==> src/rtl/mac_pkg.sv <==
// Shared types and helpers for the multi-lane MAC engine.
// State encoding, accumulator sizing and signed saturation.
package mac_pkg;

  typedef enum logic [1:0] {
    IDLE,
    ACCUM,
    DRAIN,
    OUT
  } state_t;

  typedef struct packed {
    logic [63:0] value;
    logic        flag;
  } sat_t;

  function automatic int acc_width(
    input int dw,
    input int ww,
    input int max_len
  );
    return dw + ww + $clog2(max_len);
  endfunction

  // Clip a sign-extended accumulator into a w-bit signed range.
  function automatic sat_t saturate(
    input logic signed [63:0] v,
    input int                 w
  );
    logic signed [63:0] hi;
    logic signed [63:0] lo;
    sat_t r;
    hi = (64'sd1 <<< (w - 1)) - 64'sd1;
    lo = -hi - 64'sd1;
    r.flag = 1'b1;
    if (v > hi) begin
      r.value = hi;
    end else if (v < lo) begin
      r.value = lo;
    end else begin
      r.value = v;
      r.flag  = 1'b0;
    end
    return r;
  endfunction

endpackage

==> src/rtl/mac_lane.sv <==
// One signed MAC lane: product register, accumulator and
// saturated result register, strobed by the shared FSM.
module mac_lane
  import mac_pkg::*;
#(
  parameter int DATA_W   = 8,
  parameter int WEIGHT_W = 8,
  parameter int OUT_W    = 16,
  parameter int ACC_W    = 24
) (
  input  logic                      clock,
  input  logic                      reset,
  input  logic                      clear,
  input  logic                      mul_en,
  input  logic                      acc_en,
  input  logic                      load,
  input  logic signed [DATA_W-1:0]  a,
  input  logic signed [WEIGHT_W-1:0] b,
  output logic signed [OUT_W-1:0]   sum,
  output logic                      sat
);

  localparam int P_W = DATA_W + WEIGHT_W;

  logic signed [P_W-1:0]   prod;
  logic                    prod_valid;
  logic signed [ACC_W-1:0] acc;
  logic signed [ACC_W-1:0] acc_next;
  sat_t                    clip;

  // The result register samples the post-add value so that the
  // draining edge can publish the final sum directly.
  always_comb begin
    acc_next = acc;
    if (clear) begin
      acc_next = '0;
    end else if (acc_en && prod_valid) begin
      acc_next = acc + ACC_W'(prod);
    end
    clip = saturate(64'(acc_next), OUT_W);
  end

  always_ff @(posedge clock) begin
    if (reset) begin
      prod       <= '0;
      prod_valid <= 1'b0;
      acc        <= '0;
      sum        <= '0;
      sat        <= 1'b0;
    end else begin
      if (clear) begin
        prod       <= '0;
        prod_valid <= 1'b0;
      end else begin
        prod_valid <= mul_en;
        if (mul_en) begin
          prod <= P_W'(a) * P_W'(b);
        end
      end
      acc <= acc_next;
      if (load) begin
        sum <= clip.value[OUT_W-1:0];
        sat <= clip.flag;
      end
    end
  end

endmodule

==> src/rtl/mac_lane_array.sv <==
// LANES signed MACs under one control FSM accumulating a
// programmed number of beats, with a saturated valid/ready result.
module mac_lane_array
  import mac_pkg::*;
#(
  parameter int LANES    = 4,
  parameter int DATA_W   = 8,
  parameter int WEIGHT_W = 8,
  parameter int OUT_W    = 16,
  parameter int MAX_LEN  = 256,
  parameter int LEN_W    = 9
) (
  input  logic                        clock,
  input  logic                        reset,
  input  logic                        start,
  input  logic [LEN_W-1:0]            length,
  input  logic                        in_valid,
  output logic                        in_ready,
  input  logic [LANES*DATA_W-1:0]     data_in,
  input  logic [LANES*WEIGHT_W-1:0]   weight_in,
  output logic                        out_valid,
  input  logic                        out_ready,
  output logic [LANES*OUT_W-1:0]      data_out,
  output logic [LANES-1:0]            sat_flag,
  output logic                        busy
);

  localparam int ACC_W = acc_width(DATA_W, WEIGHT_W, MAX_LEN);
  localparam logic [LEN_W-1:0] MAX_L = LEN_W'(MAX_LEN);

  state_t           state;
  logic [LEN_W-1:0] count;
  logic [LEN_W-1:0] len_c;
  logic             accept;
  logic             clear;
  logic             acc_en;
  logic             load;

  always_comb begin
    len_c  = (length > MAX_L) ? MAX_L : length;
    accept = in_valid && in_ready;
    clear  = (state == IDLE) && start;
    acc_en = (state == ACCUM) || (state == DRAIN);
    load   = (state == DRAIN) || (clear && (len_c == '0));
  end

  always_ff @(posedge clock) begin
    if (reset) begin
      state     <= IDLE;
      count     <= '0;
      in_ready  <= 1'b0;
      out_valid <= 1'b0;
      busy      <= 1'b0;
    end else begin
      unique case (state)
        IDLE: begin
          if (start) begin
            count <= len_c;
            busy  <= 1'b1;
            if (len_c != '0) begin
              state    <= ACCUM;
              in_ready <= 1'b1;
            end else begin
              state     <= OUT;
              out_valid <= 1'b1;
            end
          end
        end
        ACCUM: begin
          if (accept) begin
            count <= count - LEN_W'(1);
            if (count == LEN_W'(1)) begin
              state    <= DRAIN;
              in_ready <= 1'b0;
            end
          end
        end
        DRAIN: begin
          state     <= OUT;
          out_valid <= 1'b1;
        end
        OUT: begin
          if (out_ready) begin
            state     <= IDLE;
            out_valid <= 1'b0;
            busy      <= 1'b0;
          end
        end
        default: state <= IDLE;
      endcase
    end
  end

  for (genvar i = 0; i < LANES; i++) begin : g_lane
    mac_lane #(
      .DATA_W  (DATA_W),
      .WEIGHT_W(WEIGHT_W),
      .OUT_W   (OUT_W),
      .ACC_W   (ACC_W)
    ) u_lane (
      .clock (clock),
      .reset (reset),
      .clear (clear),
      .mul_en(accept),
      .acc_en(acc_en),
      .load  (load),
      .a     (data_in[i*DATA_W +: DATA_W]),
      .b     (weight_in[i*WEIGHT_W +: WEIGHT_W]),
      .sum   (data_out[i*OUT_W +: OUT_W]),
      .sat   (sat_flag[i])
    );
  end

endmodule

==> config.mk <==
export PLATFORM = sky130hd
export DESIGN_NAME = mac_lane_array
export DESIGN_NICKNAME = d
export VERILOG_FILES = /design/src/rtl/mac_pkg.sv /design/src/rtl/mac_lane.sv /design/src/rtl/mac_lane_array.sv
export SDC_FILE = /design/constraint.sdc
export NUM_CORES = 1
export LEC_CHECK = 0
export ABC_AREA = 1
export CORE_MARGIN = 10
export CORE_UTILIZATION = 58
export CTS_CLUSTER_SIZE = 20
export DETAILED_ROUTE_END_ITERATION = 8
export HOLD_SLACK_MARGIN = 0.12
export PLACE_DENSITY_LB_ADDON = 0.05
export SYNTH_ARGS = -nofsm -noshare
export SYNTH_HDL_FRONTEND = slang
export SYNTH_SLANG_ARGS = --single-unit
==> constraint.sdc <==
create_clock -name clock -period 10.32 [get_ports clock]
set_clock_uncertainty 0.1 [all_clocks]
set_input_delay 1.032 -clock clock [delete_from_list [all_inputs] [get_ports clock]]
set_output_delay 1.032 -clock clock [all_outputs]
set_load 0.02 [all_outputs]
### Word level (Yosys, flattened, before mapping)

Index checks and enable logic that the tools add are counted.

* register bits: 243
* input port bits: 78

* order comparisons: 9
* equality and inequality tests: 10
* reduce and logical (&&, ||, !) cells: 18
* $mul: 4
* mux-type cells: 45
* $add $sub $neg: 5

Operators with widths (count)
* $mux W24: 8
* $mux W16: 8
* $add A24 B16 Y24: 4
* $gt A24 B16 Y1 const B: 4
* $lt A24 B16 Y1 const B: 4
* $mul A8 B8 Y16: 4
* $mux W9: 3
* $pmux W9 S2: 1
* $mux W1: 16
* $mux W2: 5
* $eq A9 B1 Y1 const B: 1
* $gt A9 B9 Y1 const B: 1
* $logic_not A9 Y1: 1
* $reduce_bool A9 Y1: 1
* $sub A9 B1 Y9 const B: 1
* $pmux W2 S4: 1
* $reduce_and A4 Y1: 2
* $ne A2 B1 Y1 const B: 3
* $ne A2 B2 Y1 const B: 3
* $reduce_and A3 Y1: 2
* $reduce_and A5 Y1: 1
* $eq A2 B2 Y1 const B: 2
* $logic_and A1 B1 Y1: 4
* $pmux W1 S2: 2
* other kinds (7): 9

### Logic depth before layout (Yosys ltp)

Gate-level depths: netlist of run 1.

* depth after elaboration: 8
* gate-level depth with buffers: 24
* gate-level depth less buffers: 23

### Cells and area by module

From an unflattened synthesis of run 1, not the netlist that was laid out.

* cell total of the unflattened synthesis: 4125
* area total of the unflattened synthesis: 27418.8 µm²

Modules (own cells, without submodules)
* mac_lane (g_lane[2].u_lane): instances 1, cells an instance 995, area each 6647.6 µm², sequential area each 1161.1 µm²
* mac_lane (g_lane[0].u_lane): instances 1, cells an instance 1001, area each 6616.3 µm², sequential area each 1161.1 µm²
* mac_lane (g_lane[1].u_lane): instances 1, cells an instance 984, area each 6570.1 µm², sequential area each 1161.1 µm²
* mac_lane (g_lane[3].u_lane): instances 1, cells an instance 976, area each 6527.5 µm², sequential area each 1161.1 µm²
* mac_lane_array: instances 1, cells an instance 169, area each 1057.3 µm², sequential area each 280.3 µm²

### Worst setup path after synthesis of run 1

Ideal clock, no wire load.

* kind: input port to flip-flop
* start point: in data_in[8]
* end point: reg g_lane[1].u_lane.prod[14]
* buffers on the path: 1
* library setup time: 116 ps
* setup slack: 4957 ps
* arrival time: 5147 ps
* stages: 20
* cell sequence: clkbuf_1 > or2_2 > fa_1 > fa_1 > inv_1 > fa_1 > inv_1 > fa_1 > inv_1 > ha_1 > inv_1 > o31ai_1 > nand2_1 > o211ai_1 > a21oi_1 > o21bai_1 > or2_2 > nand3_1 > o211ai_1 > inv_1

* longest elaborated chain between the ends: 1

RTL lines
* start, declared: line mac_lane_array.sv:19 `input logic [LANES*DATA_W-1:0] data_in,`
* $mul A8 B8 Y16: line mac_lane.sv:57 `prod <= P_W'(a) * P_W'(b);`
* end signal, assigned: line mac_lane.sv:57
* end, declared: line mac_lane.sv:25 `logic signed [P_W-1:0] prod;`

Every way passes these cells.
A chain may end at the register's enable or synchronous reset.

### Final worst setup path of run 1

* start point: in weight_in[7]
* end point: reg g_lane[0].u_lane.prod[14]

* longest elaborated chain between the ends: 1

RTL lines
* start, declared: line mac_lane_array.sv:20 `input logic [LANES*WEIGHT_W-1:0] weight_in,`
* $mul A8 B8 Y16: line mac_lane.sv:57
* end signal, assigned: line mac_lane.sv:57
* end, declared: line mac_lane.sv:25

Every way passes these cells.

==> qor.txt, run 1 <==
largest net degree at the start of global routing: 89
Sw Ratio: 44.74%
placed wire-length estimate: 53280 um
Crit-path slowest cell: fa_1
Crit Reg-Reg Startpoint: state[0]
first-pass detailed-route iteration total: 6
crit path launch: weight_in[7]
Final #Nets: 4555
Die Area: 54790 sq um
cell taking the most area after synthesis: dfxtp_1
clock share of power: 19.6%
period utilization: 53.51%
Arr. time, crit path: 5930 ps
outcome: complete, no violations
Layout area overhead: 9.871%
Worst Setup End Kind: flip-flop
All-Layer GR Usage: 24.25%
global-route wire length before repair: 110600 um
startpoint types: input pin
cells taking the most area after synthesis: dfxtp_1, fa_1, nand2_1
post-synthesis cell area: 26580 sq um
maximum buffer depth of the clock tree: 3
Largest delay share family, worst path: adder cells
core area: 45380 sq um
Max IR drop VDD: 0.1778 mV
sequential area share after synthesis: 18.30%
drt drc: 0
CP peak stage delay: 550 ps
CP Max Fanout: 8
fill cell count: 4327
WP buf/inv: 6
Chip Width: 234.1 um
# IOs: 149
cell mode on critical path: inv_1
vias in the first global route: 22409
clock slew at reported path FFs: 60 ps
Mapped Nets: 4517
Final Max Slew Viols: 0
# setup viols final: 0
cts bufs inserted: 27
hold buffers post-CTS: 0
die height: 234.1 um
cell with the most instances after synthesis: nand2_1
flops & latches, synth: 243
post-CTS setup buffer count: 0
Internal Pwr Total: 2.914 mW
Leak Pwr: 16.32 nW
ANT nets after route: 0
syn avg cell area: 6.644 sq um
post-synth cell types: 45
Initial Util: 58.57%
Synth async-reset ratio: 0%
Initial DRC Count: 1619
unrepaired setup endpoints after global routing: no
Mapped Cells: 4001
Switch Pwr: 2.359 mW
GP Congestion: 0.9288
Logic pwr share: 57.4%
flop2flop setup slack: 6470 ps
Max Cap Viol: 0
hold_sp: out_valid
WP data required: 10720 ps
later-pin clock latency in the skew report: 560 ps
top cells by count, synth: nand2_1, inv_1, nor2_1, dfxtp_1, a21oi_1
Post-Route Setup TNS: 0 ps
top cell type's share of synthesized area: 18.30%
worst setup path class: input pin to flip-flop
CTS Sinks: 243
Core Util, Final: 64.36%
share of power burned in registers: 23.0%
Rel. slew slack: 39.90%
row count: 78
Vias: 23690
H-tree depth: 1
Congestion Overflow GR: 0
Clock Tree Root: clkbuf_16
port buffer count: 148
PwrDens: 180.5 nW/um^2
layout cells sized above 1: 4.239%
vias per inst: 5.085
post-cts resize count: 0
ys flop type: dfxtp_1
Hold WC Path Type: flip-flop to flip-flop
measured slew at the worst slew-check pin: 901.5 ps
crit-path cells: clkdlybuf4s50_1 > inv_1 > or2_2 > fa_1 > fa_1 > inv_1 > fa_1 > inv_1 > fa_1 > inv_1 > ha_1 > nand2_1 > o21ai_0 > nand2_1 > nand2_1 > a21oi_1 > o21ai_0 > a21oi_1 > o21bai_1 > a21oi_1 > o21ai_0 > nand2_1 > inv_1
Final min period: 5522 ps
CTS tree: yes
routed length per instance: 14.25 um
Final Hold Viols: 0
synth warn: 0
WL final: 66400 um
initial antenna violation count: 1
Fmax: 181.1 MHz
number of synthesized flops with an enable pin: 0
==> logic make-up after synthesis <==
kind of cell	share of synthesized area, %
flops	18.30
fa+ha+maj	26.94
simple gates	26.00
xor+xnor	3.163
compound gates	10.45
buf+inv	15.14
==> flip-flops by register name, summed over array words and instances (netlist names) <==
| name | flops |
|---|---|
| g_lane.u_lane.sat | 4 |
| g_lane.u_lane.sum | 64 |
| out_valid | 1 |
| busy | 1 |
| state | 2 |
| g_lane.u_lane.prod | 64 |
| g_lane.u_lane.acc | 96 |
| in_ready | 1 |
| g_lane.u_lane.prod_valid | 1 |
| count | 9 |
==> metal layers <==
metal  vias up  global-route usage (%)  part of all wire (%)
met5         -                       0                     0
li1      12243                       -                     -
met1     10776                   36.65                    50
met3        60                   2.550                   6.6
met2       611                   37.09                    42
met4         0                   4.052                   1.3
==> power groups by stage <==
| stage | clock network (mW) | logic [mW] | registers, mW |
|---|---|---|---|
| 6_report | 1.03 | 3.03 | 1.21 |
| 5_1_grt | 1.08 | 3.49 | 1.23 |
| 4_1_cts | 1.04 | 3.04 | 1.21 |
| 3_5_place_dp | 0 | 3.02 | 1.23 |
| 3_3_place_gp | 0 | 2.98 | 1.22 |
| 2_1_floorplan | 0 | 2.16 | 1.29 |
==> layout by cell type (no fill, tap or decap), types with 6 or more instances in the layout <==
| cell | synthesis | final |
|---|---|---|
| nand3_1 | 161 | 161 |
| dfxtp_1 | 243 | 243 |
| or2_2 | 64 | 64 |
| nor4_1 | 16 | 16 |
| xnor2_1 | 36 | 36 |
| o21bai_1 | 15 | 15 |
| nor3_1 | 30 | 30 |
| nand2_2 | 9 | 13 |
| nor2_2 | 9 | 9 |
| nand2_1 | 992 | 988 |
| a21oi_1 | 235 | 235 |
| o21ai_0 | 204 | 204 |
| nand3_2 | 6 | 6 |
| a21oi_2 | 14 | 14 |
| xor2_1 | 60 | 60 |
| fa_1 | 224 | 224 |
| nor2_1 | 330 | 330 |
| nand4_1 | 28 | 28 |
| clkdlybuf4s50_1 | 0 | 147 |
| ha_1 | 214 | 214 |
| nand3b_1 | 11 | 11 |
| buf_4 | 4 | 12 |
| inv_1 | 895 | 894 |
| o211ai_1 | 15 | 15 |
| clkbuf_16 | 0 | 27 |
| a31oi_1 | 7 | 7 |
==> through the flow <==
stage          hold slack, ps  area [sq um]  worst slack [ps]  total power, mW  std cells
2_1_floorplan           344.7         26580              4957            3.453       4001
3_3_place_gp            340.8         28260              4269            4.207       4610
4_1_cts                 363.2         29200              4796            5.290       4658
5_1_grt                 367.7         29210              4304            5.797       4659
6_report                359.4         29210              4798            5.273       4659
3_5_place_dp            354.7         28260              4212            4.247       4610
==> final timing paths <==
check | to | cells after the start
worst max-delay path | g_lane[0].u_lane.prod[14] | 23
worst min-delay path | out_valid | 2
worst max register to register | g_lane[0].u_lane.sum[5] | 12
worst min register to register | out_valid | 2
==> tightest hold or removal path: stages (launching register included) <==
cell and delay (ps):
dfxtp_1 310, inv_1 50, a21oi_1 50
==> area by class of cell <==
type                            instances  area [sq um]  area share [%]
Antenna cell                            1         2.502        0.008568
Clock buffer                           35         735.7           2.519
Clock inverter                         13         206.4          0.7069
Inverter                              900          3381           11.58
Multi-Input combinational cell       2708         17700           60.62
Sequential cell                       243          4865           16.66
Tap cell                              600         750.7           2.570
Timing Repair Buffer                  159          1562           5.347
Note: power is estimated with default switching activity, not from simulation.
==> inputs of run 2 (changes only) <==
--- a/config.mk
+++ b/config.mk
@@ -7,7 +7,7 @@
 export LEC_CHECK = 0
 export ABC_AREA = 1
 export CORE_MARGIN = 10
-export CORE_UTILIZATION = 58
+export CORE_UTILIZATION = 56
 export CTS_CLUSTER_SIZE = 20
 export DETAILED_ROUTE_END_ITERATION = 8
 export HOLD_SLACK_MARGIN = 0.12
==> constraint.sdc (replaced) <==
create_clock -name clock -period 4.9 [get_ports clock]
set_clock_uncertainty 0.1 [all_clocks]
set_input_delay 0.49 -clock clock [delete_from_list [all_inputs] [get_ports clock]]
set_output_delay 0.49 -clock clock [all_outputs]
set_load 0.02 [all_outputs]
==> run 2 against run 1 <==
Die area is 3.3% higher. Utilization is 1.3 points higher. Global-route usage is 0.54 points lower. Largest cell class unchanged. Highest routed layer unchanged.
==> qor.txt, run 2 (synthesized netlist as in run 1, its figures left out) <==
hold depth: 2
setup ws final: 230.3 ps
vias in the first global route: 23135
vias per inst: 4.996
measured slew at the worst slew-check pin: 1064 ps
Reg area: 4865 sq um
WL final: 67320 um
ANT nets after route: 0
CTS Sinks: 243
worst slack, placed: -424.1 ps
cell total after placement: 4809
Max Cap Viol: 0
worst reg2reg path depth: 17
Post-Route Setup TNS: 0 ps
Die Area: 56580 sq um
Worst Setup End Kind: flip-flop
number of diodes: 0
Rel. slew slack: 29.06%
largest registers: g_lane.u_lane.acc (96), g_lane.u_lane.prod (64), g_lane.u_lane.sum (64)
fill cell count: 4477
Crit Reg-Reg Startpoint: g_lane[1].u_lane.prod[0]
startpoint types: input pin
Chip Width: 237.9 um
Hold WC Path Type: flip-flop to flip-flop
CP Max Fanout: 3
Initial DRC Count: 1570
layout cells sized above 1: 8.774%
first-pass detailed-route iteration total: 6
Multi-input gate area: 17730 sq um
drt drc: 0
core area: 46750 sq um
WP buf/inv: 6
period utilization: 95.30%
# setup viols final: 0
Leak Pwr: 17.30 nW
global-route wire length before repair: 113600 um
routed length per instance: 13.86 um
WP data required: 5290 ps
hold_sp: out_valid
H-tree depth: 1
Arr. time, crit path: 5060 ps
later-pin clock latency in the skew report: 550 ps
commonest non-fill, non-tap cell in the layout: nand2_1
reg2reg end: g_lane[1].u_lane.sum[14]
cts bufs inserted: 27
Crit-path slowest cell: fa_1
Final #Nets: 4748
cell mode on critical path: inv_1
crit-path cells: clkdlybuf4s50_1 > inv_1 > or2_2 > fa_1 > fa_1 > inv_1 > fa_1 > inv_1 > fa_1 > inv_1 > ha_1 > a21oi_2 > o31ai_2 > nand2_1 > o211ai_1 > a21oi_1 > o21bai_1 > or2_2 > nand3_1 > o211ai_1 > inv_1
port buffer count: 148
CP peak stage delay: 560 ps
clock slew at reported path FFs: 60 ps
GP Congestion: 0.9433
die height: 237.9 um
Largest delay share family, worst path: adder cells
Final Hold Viols: 0
PwrDens: 397.3 nW/um^2
Initial Util: 56.85%
Largest Register: g_lane.u_lane.acc
critical path depth in cells: 21
maximum buffer depth of the clock tree: 3
Final min period: 4670 ps
# IOs: 149
Finished Layout Cells: 4858
outcome: complete, no violations
Hold Path Sink: out_valid
worst setup path class: input pin to flip-flop
initial antenna violation count: 1
Fmax: 214.1 MHz
Layout area overhead: 15.51%
total power: 12.20 mW
Vias: 24272
CTS tree: yes
Max IR drop VDD: 0.2409 mV
row count: 79
Clock Tree Root: clkbuf_16
flop2flop setup slack: 1510 ps
commonest non-fill, non-tap cells in the layout: nand2_1, inv_1, nor2_1
placed wire-length estimate: 54040 um
Congestion Overflow GR: 0
All-Layer GR Usage: 23.71%
Final Max Slew Viols: 0
largest net degree at the start of global routing: 107
max reg flops: 96
## run 2: changes by cell type in the layout (fill, tap and decap cells not counted), moves of 2 or more
cell,change
o21ai_1,+2
dlymetal6s2s_1,+2
clkinvlp_4,-3
clkinv_2,+3
inv_6,+2
clkdlybuf4s50_1,-2
o21ai_0,-2
clkbuf_1,-3
buf_4,+192
## run 2: layer usage
layer	GRT usage (%)	wire length (um)	vias up
li1	-	-	12612
met1	35.12	33620	11029
met2	37.00	28610	583
met3	2.951	4416	48
met4	3.379	674	0
met5	0	0	-
## run 2: worst reg2reg max path: cells and delay by family (launching register included)
kind            cells  cell delay (ps)
simple gates       11             1180
compound gates      2              720
flops               1              400
fa+ha+maj           2              650
buf+inv             2              200
## run 2: final cells by class
cell class,count,share of cell area [%]
inverters,900,11.01
well taps,607,2.473
clock buffers,32,2.359
clock inverters,16,0.7335
multi-input cells,2708,57.75
flip-flops and latches,243,15.84
repair buffers,352,9.828
## run 2: worst max-delay path by stage
stage                              from                        end  slack, ps
after global routing       weight_in[7]  g_lane[0].u_lane.prod[14]         -2
final                     weight_in[15]  g_lane[1].u_lane.prod[14]        230
after detailed placement  weight_in[15]  g_lane[1].u_lane.prod[14]       -420
after floorplan              data_in[8]  g_lane[1].u_lane.prod[14]         80
after global placement    weight_in[15]  g_lane[1].u_lane.prod[14]       -360
after CTS                 weight_in[15]  g_lane[1].u_lane.prod[14]        150
## run 2: per-stage QoR
step / instance area [sq um] / hold slack, ps / util, %
CTS: 30670 / 352.9 / 65.61
floorplan: 26580 / 344.7 / -
global placement: 29710 / 343.5 / 63.55
detailed placement: 29710 / 342.8 / 63.55
finish: 30710 / 351.1 / 65.68
global route: 30710 / 384.0 / 65.68
## run 2: repair_timing
item,4_1_cts,5_1_grt
hold endpoints to repair,1,0
endpoints found under the setup margin,0,9
resized for setup,0,9
hold buffers,1,0
buffers inserted,0,0
## run 2: where the power goes
part / switching (mW) / internal [mW]
clock network: 0.890 / 1.32
registers: 0.233 / 2.30
logic: 4.06 / 3.39
==> inputs of run 3 (changes only) <==
--- a/config.mk
+++ b/config.mk
@@ -8,6 +8,7 @@
 export ABC_AREA = 1
 export CORE_MARGIN = 10
 export CORE_UTILIZATION = 56
+export CTS_CLUSTER_DIAMETER = 120
 export CTS_CLUSTER_SIZE = 20
 export DETAILED_ROUTE_END_ITERATION = 8
 export HOLD_SLACK_MARGIN = 0.12
==> run 3 against run 2 <==
Total power fell by 6.8%. Wire length decreased by 0.88%. Count of clock-buffer cells in the layout down 14. Worst setup slack worse by 6.7 ps. Sequential cell count unchanged. First-iteration DRC count is 5.1% lower. Fmax fell by 0.14%. Register-to-register slack gained 30 ps. Critical path depth unchanged. Clock power shrank 38%. Global-route usage is 0.17 points lower. Non-clock buffer count is 1 higher. Critical path type unchanged. Highest routed layer unchanged.
==> qor.txt, run 3 (synthesized netlist as in run 1, its figures left out) <==
Max Cap Viol: 0
Vias: 24172
CP peak stage delay: 560 ps
period utilization: 95.44%
Arr. time, crit path: 5030 ps
All-Layer GR Usage: 23.54%
drt drc: 0
later-pin clock latency in the skew report: 510 ps
placed inst area: 29710 sq um
measured slew at the worst slew-check pin: 1056 ps
placed wire-length estimate: 54040 um
Final min period: 4676 ps
WL final: 66730 um
number of diodes: 0
Core Util, Final: 64.67%
Layout area overhead: 13.74%
global-route wire length before repair: 112900 um
routed length per instance: 13.82 um
cts bufs inserted: 16
worst reg2reg path depth: 17
Chip Width: 237.9 um
first-pass detailed-route iteration total: 6
core area: 46750 sq um
Initial DRC Count: 1490
max reg flops: 96
hold depth: 2
row count: 79
commonest non-fill, non-tap cells in the layout: nand2_1, inv_1, nor2_1
CP Max Fanout: 3
largest net degree at the start of global routing: 107
largest registers: g_lane.u_lane.acc (96), g_lane.u_lane.prod (64), g_lane.u_lane.sum (64)
CTS Sinks: 243
total power: 11.37 mW
Initial Util: 56.85%
crit-path cells: clkdlybuf4s50_1 > inv_1 > or2_2 > fa_1 > fa_1 > inv_1 > fa_1 > inv_1 > fa_1 > inv_1 > ha_1 > a21oi_2 > o31ai_2 > nand2_1 > o211ai_1 > a21oi_1 > o21bai_1 > or2_2 > nand3_1 > o211ai_1 > inv_1
setup ws final: 223.7 ps
Final Max Slew Viols: 0
worst setup path class: input pin to flip-flop
vias in the first global route: 22943
Die Area: 56580 sq um
H-tree depth: 1
Final Hold Viols: 0
port buffer count: 148
Clock Tree Root: clkbuf_16
Worst Setup End Kind: flip-flop
clock slew at reported path FFs: 80 ps
unrepaired setup endpoints after global routing: no
vias per inst: 5.005
Crit-path slowest cell: fa_1
PwrDens: 375.9 nW/um^2
initial antenna violation count: 1
Post-Route Setup TNS: 0 ps
layout cells sized above 1: 8.241%
# IOs: 149
cell mode on critical path: inv_1
CTS tree: yes
Hold WC Path Type: flip-flop to flip-flop
# setup viols final: 0
ANT nets after route: 0
fin area: 30230 sq um
outcome: complete, no violations
Leak Pwr: 17.07 nW
Rel. slew slack: 29.63%
maximum buffer depth of the clock tree: 3
die height: 237.9 um
Final #Nets: 4738
worst slack, placed: -424.1 ps
GP Congestion: 0.9433
Largest Register: g_lane.u_lane.acc
startpoint types: input pin
fill cell count: 4540
Congestion Overflow GR: 0
WP data required: 5260 ps
Fmax: 213.8 MHz
commonest non-fill, non-tap cell in the layout: nand2_1
Max IR drop VDD: 0.2406 mV
==> run 3: changes by cell type in the layout (fill, tap and decap cells not counted), moves of 2 or more <==
| cell | before | now |
|---|---|---|
| clkbuf_8 | 3 | 1 |
| clkinv_2 | 5 | 0 |
| clkbuf_16 | 27 | 17 |
| inv_6 | 3 | 0 |
| clkbuf_1 | 2 | 0 |
| bufinv_16 | 5 | 0 |
| clkinvlp_4 | 2 | 0 |
==> run 3: final cells by class <==
type	count	area [sq um]	area share, %
timing repair buffer	353	3028	10.01
inverter	900	3381	11.18
sequential	243	4865	16.09
clock buffer	18	439.2	1.453
clock inverter	1	16.27	0.05380
multi-input combinational	2708	17750	58.69
tap	607	759.5	2.512
==> run 3: path summary, 6_finish.rpt <==
check	start	end	slack, ps
worst max-delay path	weight_in[15]	g_lane[1].u_lane.prod[14]	220
worst min-delay path	out_valid	out_valid	350
worst max register to register	g_lane[1].u_lane.prod[0]	g_lane[1].u_lane.sum[1]	1540
worst min register to register	out_valid	out_valid	350
==> run 3: timing repair <==
item                       4_1_cts  5_1_grt
setup buffers                    0        1
hold endpoints to repair         1        0
setup endpoints to repair        0        9
hold buffers                     1        0
resized for setup                0       12
==> run 3: power breakdown <==
part           internal (mW)  switching [mW]
clock                  0.645           0.724
combinational           3.40            4.07
sequential              2.30           0.230
==> run 3: routing by layer <==
metal  track usage [%]  wire (um)  part of all wire (%)  vias to the layer above
met3             2.317       4126                   6.2                       42
met1             35.44      33670                    50                    11015
met5                 0          0                     0                        -
met2             36.57      28310                    42                      552
met4             3.243        630                  0.94                        0
li1                  -          -                     -                    12563
==> run 3: worst max-delay path, delay by kind of cell <==
kind	cells	cell delay (ps)
fa+ha+maj	5	2420
buf+inv	6	740
compound gates	6	700
simple gates	4	680
==> run 3: through the flow <==
stage                     hold slack (ps)  std cells
after floorplan                     344.7       4001
after global placement              343.5       4809
after detailed placement            342.8       4809
after CTS                           355.2       4829
after global routing                386.4       4830
final                               353.8       4830
